File: src/rtl/counter_pkg.sv
// Shared types and defaults for the counter family (up counter and countdown timer).
package counter_pkg;

  typedef enum logic {
    IDLE = 1'b0,
    RUN  = 1'b1
  } timer_state_t;

  localparam int DEFAULT_WIDTH = 16;

endpackage

File: src/rtl/countdown_timer_16bit_tick_prescaler.sv
// Divides clk by PRESCALE while enabled; tick is high on the last cycle of each period.
module tick_prescaler #(
  parameter int PRESCALE = 1
) (
  input  logic clk,
  input  logic rst_async,
  input  logic clear,
  input  logic enable,
  output logic tick
);

  localparam int CW = (PRESCALE > 1) ? $clog2(PRESCALE) : 1;
  localparam logic [CW-1:0] LAST = CW'(PRESCALE - 1);

  logic [CW-1:0] r_cnt;
  logic          w_last;

  // With PRESCALE = 1 the counter is pinned at 0, so tick reduces to enable.
  assign w_last = (r_cnt == LAST);
  assign tick   = enable && w_last;

  always_ff @(posedge clk) begin
    if (rst_async || clear) begin
      r_cnt <= '0;
    end else if (enable) begin
      r_cnt <= w_last ? '0 : r_cnt + CW'(1);
    end
  end

endmodule

File: src/rtl/countdown_timer_16bit.sv
// Loadable down-counting timer with prescaler, busy level and one-cycle done pulse.
// Optional auto-reload is built when COUNTDOWN_AUTORELOAD_EN is defined.
module countdown_timer_16bit
  import counter_pkg::*;
#(
  parameter int WIDTH    = DEFAULT_WIDTH,
  parameter int PRESCALE = 1
) (
  input  logic             clk,
  input  logic             rst_async,
  input  logic [WIDTH-1:0] load_val,
  input  logic             start,
  input  logic             stop,
`ifdef COUNTDOWN_AUTORELOAD_EN
  input  logic             reload_mode,
`endif
  output logic [WIDTH-1:0] count,
  output logic             busy,
  output logic             done
);

  timer_state_t     r_state;
  timer_state_t     w_state_nxt;
  logic [WIDTH-1:0] r_count;
  logic [WIDTH-1:0] w_count_nxt;
  logic             r_busy;
  logic             r_done;
  logic             w_done_nxt;
  logic             w_tick;
  logic             w_reload;
  logic             w_load_zero;

  assign w_load_zero = (load_val == '0);

`ifdef COUNTDOWN_AUTORELOAD_EN
  assign w_reload = reload_mode && !w_load_zero;
`else
  assign w_reload = 1'b0;
`endif

  // Prescaler is held cleared outside RUN, so every accepted start begins a full period.
  tick_prescaler #(
    .PRESCALE (PRESCALE)
  ) u_prescaler (
    .clk       (clk),
    .rst_async (rst_async),
    .clear     ((r_state != RUN) || stop),
    .enable    (r_state == RUN),
    .tick      (w_tick)
  );

  always_comb begin
    w_state_nxt = r_state;
    w_count_nxt = r_count;
    w_done_nxt  = 1'b0;
    unique case (r_state)
      IDLE: begin
        if (start && !stop) begin
          if (w_load_zero) begin
            w_count_nxt = '0;
            w_done_nxt  = 1'b1;
          end else begin
            w_count_nxt = load_val;
            w_state_nxt = RUN;
          end
        end
      end
      RUN: begin
        if (stop) begin
          w_state_nxt = IDLE;
        end else if (w_tick) begin
          if (r_count > WIDTH'(1)) begin
            w_count_nxt = r_count - WIDTH'(1);
          end else if (w_reload) begin
            w_count_nxt = load_val;
            w_done_nxt  = 1'b1;
          end else begin
            w_count_nxt = '0;
            w_done_nxt  = 1'b1;
            w_state_nxt = IDLE;
          end
        end
      end
      default: w_state_nxt = IDLE;
    endcase
  end

  always_ff @(posedge clk) begin
    if (rst_async) begin
      r_state <= IDLE;
      r_count <= '0;
      r_busy  <= 1'b0;
      r_done  <= 1'b0;
    end else begin
      r_state <= w_state_nxt;
      r_count <= w_count_nxt;
      r_busy  <= (w_state_nxt == RUN);
      r_done  <= w_done_nxt;
    end
  end

  assign count = r_count;
  assign busy  = r_busy;
  assign done  = r_done;

endmodule

File: config.mk
export PLATFORM = sky130hd
export DESIGN_NAME = countdown_timer_16bit
export DESIGN_NICKNAME = d
export VERILOG_FILES = /design/src/rtl/counter_pkg.sv /design/src/rtl/countdown_timer_16bit_tick_prescaler.sv /design/src/rtl/countdown_timer_16bit.sv
export SDC_FILE = /design/constraint.sdc
export NUM_CORES = 1
export LEC_CHECK = 0
export ABC_AREA = 0
export CORE_UTILIZATION = 45
export DETAILED_ROUTE_END_ITERATION = 12
export PLACE_DENSITY_LB_ADDON = 0.1
export SETUP_SLACK_MARGIN = 0.4
export SLEW_MARGIN = 20
export SYNTH_ARGS = -nofsm -noshare
export SYNTH_HDL_FRONTEND = slang
export SYNTH_SLANG_ARGS = --single-unit
File: constraint.sdc
create_clock -name clk -period 2.6 [get_ports clk]
set_clock_uncertainty 0.1 [all_clocks]
set_input_delay 0.52 -clock clk [delete_from_list [all_inputs] [get_ports clk]]
set_output_delay 0.52 -clock clk [all_outputs]
set_load 0.05 [all_outputs]
---- Word level (Yosys, flattened, before mapping) ----
Index checks and enable logic that the tools add are counted.
cells by class
  add/subtract/negate cells ............... 2
  multiply operators ...................... 0
  divide/modulo/power cells ............... 0
  order comparisons ....................... 1
  equality and inequality tests ........... 3
  shifts and indexed selects .............. 0
  multiplexer cells ....................... 19
  bitwise gates (word level) .............. 2
  reduce and logical (&&, ||, !) cells .... 7
operators with widths
  cell                   count
  $mux 16                5
  $pmux 16 s2            1
  $gt 16x1->1 const B    1
  $logic_not 16->1       1
  $sub 16x1->16 const B  1
  $mux 1                 11
  $ne 2x1->1 const B     2
  $pmux 1 s2             2
  $reduce_and 3->1       1
  $logic_and 1x1->1      2
  $logic_or 1x1->1       2
  $ne 2x2->1 const B     1
  $not 1->1              2
  $add 1x1->1 const B    1
  $logic_not 1->1        1
word-level totals
  register bits after elaboration ......... 19
  bits in latches ......................... 0
  bits in writable memories ............... 0
  bits in read-only memories .............. 0
  input bits .............................. 20
  output and inout port bits .............. 18
  logic and storage cells ................. 38
  memories kept ........................... 0

---- Longest topological paths before layout ----
  depth after elaboration ................. 5
  mapped depth ............................ 7
  gate-level depth less buffers ........... 7

---- Hierarchy ----
From an unflattened synthesis, not the netlist that was laid out.
second synthesis, totals
  cells, all modules ...................... 160
  area total of the unflattened synthesis .. 1292.5 sq um
by module, submodules not included
  module                 times used  cells an instance  area an instance (sq um)  sequential area each (sq um)
  countdown_timer_16bit  1           159                1285.0                    360.3
  tick_prescaler         1           1                  7.5                       0.0

---- Worst setup path before layout ----
No wires, ideal clock.
  path kind ............................... reg-to-reg
  from .................................... register r_count[0] (netlist: count[0])
  to ...................................... register r_count[9] (netlist: count[9])
  library setup time ...................... 62 ps
  arrival ................................. 2066 ps
  data required time ...................... 2438 ps
  slack ................................... 372 ps
  stages on the path, launching flop included .. 8
  path buffers ............................ 0
  period minus slack after synthesis ...... 2228 ps
  cell sequence ........................... dfxtp_1 -> inv_1 -> ha_1 -> nor2_1 -> nor4_4 -> a21o_2 -> o41ai_1 -> a32o_1
between the ends
  cells in the longest elaborated chain, start to end .. 5
  elaborated cells on any way between the ends .. 6
  those cells by class .................... add/sub (1); order compare (1); mux (4)
ends and longest elaborated chain
  what                                          line                                                      RTL
  from (decl)                                   countdown_timer_16bit.sv:24                               logic [WIDTH-1:0] r_count;
  from (signal assigned)                        countdown_timer_16bit.sv:96                               r_count <= w_count_nxt;
  $sub 16x1->16 or $gt 16x1->1 (tied branches)  countdown_timer_16bit.sv:73, countdown_timer_16bit.sv:72
  $mux 16 (*)                                   countdown_timer_16bit.sv:72                               if (r_count > WIDTH'(1)) begin
  $mux 16 (*)                                   countdown_timer_16bit.sv:71                               end else if (w_tick) begin
  $mux 16 (*)                                   countdown_timer_16bit.sv:69                               if (stop) begin
  $pmux 16 s2 (*)                               countdown_timer_16bit.sv:56                               unique case (r_state)
Mark *: on every way between the ends. The rest lies on a longest branch, timed or not. The select of a mux whose other input is x is not followed.
A chain may end at the register's enable or synchronous reset.

---- Final worst setup path ----
  from .................................... register r_count[4] (netlist: count[4])
  to ...................................... register r_count[5] (netlist: count[5])
The elaborated chain is that of the path after synthesis.

==> summary.md <==
| Metric | Value |
|---|---|
| Seq pwr share | 40.1% |
| Vias in the first global route | 1266 |
| CTS root buf | clkbuf_4 |
| Cts hold-fix bufs | 0 |
| VDD IR max | 358 uV |
| Slowest cell delay on critical path | 410 ps |
| Net Switching | 322 uW |
| Largest net degree at the start of global routing | 17 |
| Worst reg2reg startpoint | count[4] |
| First-pass GRT wire length | 6010 um |
| Top cell type's share of synthesized area | 30.3% |
| IO Count | 38 |
| Fmax | 462 MHz |
| Fin. Hold Viols | 0 |
| Multi-input logic area | 766 um^2 |
| H-tree depth | 1 |
| Syn-to-layout area delta | 37.8% |
| Worst-path clk slew | 110 ps |
| Vias per inst | 6.46 |
| Status | finished clean |
| CTS Sinks | 18 |
| Pwr per Cell Area | 489 mW/mm^2 |
| Post-synthesis sequential area ratio | 30.3% |
| Leakage | 0.684 nW |
| RSZ-0062 raised after global routing | no |
| Yosys cell types | 45 |
| Detailed Routing Iterations Pass 1 | 4 |
| Main synth FF type | dfxtp_1 |
| Net Count, Synth | 178 |
| Max-Cap Viols | 0 |
| GP Congestion | 0.888 |
| Clock share of power | 18.3% |
| Fin. max-slew vios | 0 |
| Final net count | 217 |
| Crit-path max FO | 9 |
| Clock buffer depth | 2 |
| Layout cells sized above 1 | 9.33% |
| Synthesized area | 0.00119 mm^2 |
| Die Span Y | 53.4 um |
| CP cell instances | nor4_1 -> buf_4 -> and2_1 -> nand2_1 -> a22o_1 -> a32o_1 |
| Antenna Nets Post-Route | 0 |
| # port buffers | 37 |
| Diode count | 0 |
| Met3 usage | 8.05% |
| Sw Share | 40.3% |
| Met2 global-route usage | 42.1% |
| Minimum clock period | 2160 ps |
| Routed wire length | 3740 um |
| Post-synth EDFFs | 0 |
| Slew @ Worst Pin | 503 ps |
| Total power | 801 uW |
| Ys async rst share | 0% |
| Hold Startpoint | count[13] |
| Internal | 478 uW |
| Synth Instances | 156 |
| GR Layer Usage met1 | 41.8% |
| Startpoint types | register |
| Worst path arrival time | 2270 ps |
| Rel. slew slack | 66.4% |
| Syn avg cell area | 7.62 um^2 |
| Yosys warning count | 0 |
| Worst slack, placed | 369 ps |
| CTS tree | done |
| Starting Density | 48.0% |
| WHS | 432 ps |
| CTS buffer count | 3 |
| Initial antenna violation count | 0 |
| Cell taking the most area after synthesis | dfxtp_1 |
| Drt wl/cell | 16.7 um |
| Final setup margin | 437 ps |
| Worst setup path start | count[4] |
| Comb power frac | 41.6% |
| Latest clock arrival within the worst-skew pair | 300 ps |
| Core area | 0.00248 mm^2 |
| Die area | 0.00285 mm^2 |
| Via Count | 1441 |
| DR DRC count | 0 |
| Total Routing Usage GR | 28.8% |
| Yosys reg bits | 18 |
| Worst Setup Path Type | register to register |
| Fin Setup TNS | 0 ps |
| DR iter-0 viols | 76 |
| Sequential Area | 362 um^2 |
| Fill cells | 252 |
| Detailed placer's ending HPWL | 2600 um |
| Final setup viols | 0 |
| CP required | 2700 ps |
| Worst setup EP type | register |
| Most common cell after layout, fill and taps aside | clkdlybuf4s50_1 |
| Row Count | 18 |
| Synth top area cells | dfxtp_1 (30%), a21oi_1 (7.6%), nor4_1 (5.3%) |
| Die outline width | 53.4 um |
| Most Used Layer, Global Route | met2 |
| Worst min-delay path category | register to register |
| Slowest-stage cell, CP | nor4_1 |
| Commonest cells after routing, fill and taps aside | clkdlybuf4s50_1 (26), a21oi_1 (17), dfxtp_1 (17) |
| Final global-route overflow total | 0 |
| Period utilisation layout | 83.2% |
==> power by group through the flow <==
stage,clock (mW),combinational (mW),sequential (mW)
after floorplan,0,0.152,0.384
after global placement,0,0.327,0.326
after detailed placement,0,0.329,0.327
after CTS,0.150,0.327,0.321
after global routing,0.163,0.356,0.325
final,0.147,0.333,0.321
==> worst paths after layout <==
kind                                   to  slack [ps]  depth (start not counted)
worst max-delay path             count[5]         440                          6
worst min-delay path            count[13]         430                          2
worst max register to register   count[5]         440                          6
worst min register to register  count[13]         430                          2
==> kinds of logic (layout without fill, tap and decap cells) <==
family / count (synthesis) / after routing / synth area share, %
adders and majority gates: 2 / 2 / 2.10
DFF: 18 / 18 / 30.3
AOI/OAI and AO/OA: 49 / 49 / 27.2
and+or+nand+nor: 71 / 71 / 34.8
buffers and inverters: 16 / 53 / 5.58
==> layer usage <==
metal	wire length, um	vias up
li1	-	682
met1	1760	669
met2	1660	84
met3	289	6
met4	31	0
met5	0	-
==> state kept, by name, summed over array words and instances (netlist names) <==
name / flops
count: 16
done: 1
busy: 1
==> cells in the mapped netlist, types with 2 or more instances <==
cell      instances
a21oi_1          18
and3_1            7
a211oi_1          4
nor2b_1           3
dfxtp_1          18
nor3b_1           2
o21ai_0           3
nor4_1           10
o221ai_1          2
inv_1             6
nand2_1           9
nand3b_1          2
nor2_1           13
o21ai_1           2
clkbuf_1          7
a31oi_1           6
nand4_1           3
a32o_1            2
nand3_1           8
ha_1              2
nor3_1            5
==> critical path: cells and delay by family, from the launching register on <==
family	cells	cell delay [ps]
compound gates	2	430
buf+inv	1	190
flops	1	400
simple gates	3	940
==> metrics by stage <==
step / util [%] / std cells / instance area (um^2)
detailed placement: 64.8 / 220 / 1610
global route: 66.1 / 223 / 1640
floorplan: - / 156 / 1190
global placement: 64.8 / 220 / 1610
CTS: 65.5 / 223 / 1620
finish: 66.1 / 223 / 1640
==> final cells by class <==
type | count | area share, %
Clock buffer | 3 | 1.38
Multi-Input combinational cell | 122 | 46.8
Inverter | 6 | 1.38
Tap cell | 30 | 2.29
Timing Repair Buffer | 44 | 26.1
Sequential cell | 18 | 22.1
==> timing repair <==
action | in CTS | in global routing
pin swaps | 0 | 0
gates resized for setup | 6 | 6
endpoints found under the setup margin | 6 | 11
buffers inserted | 0 | 0
Power figures use the tool's default switching activity.
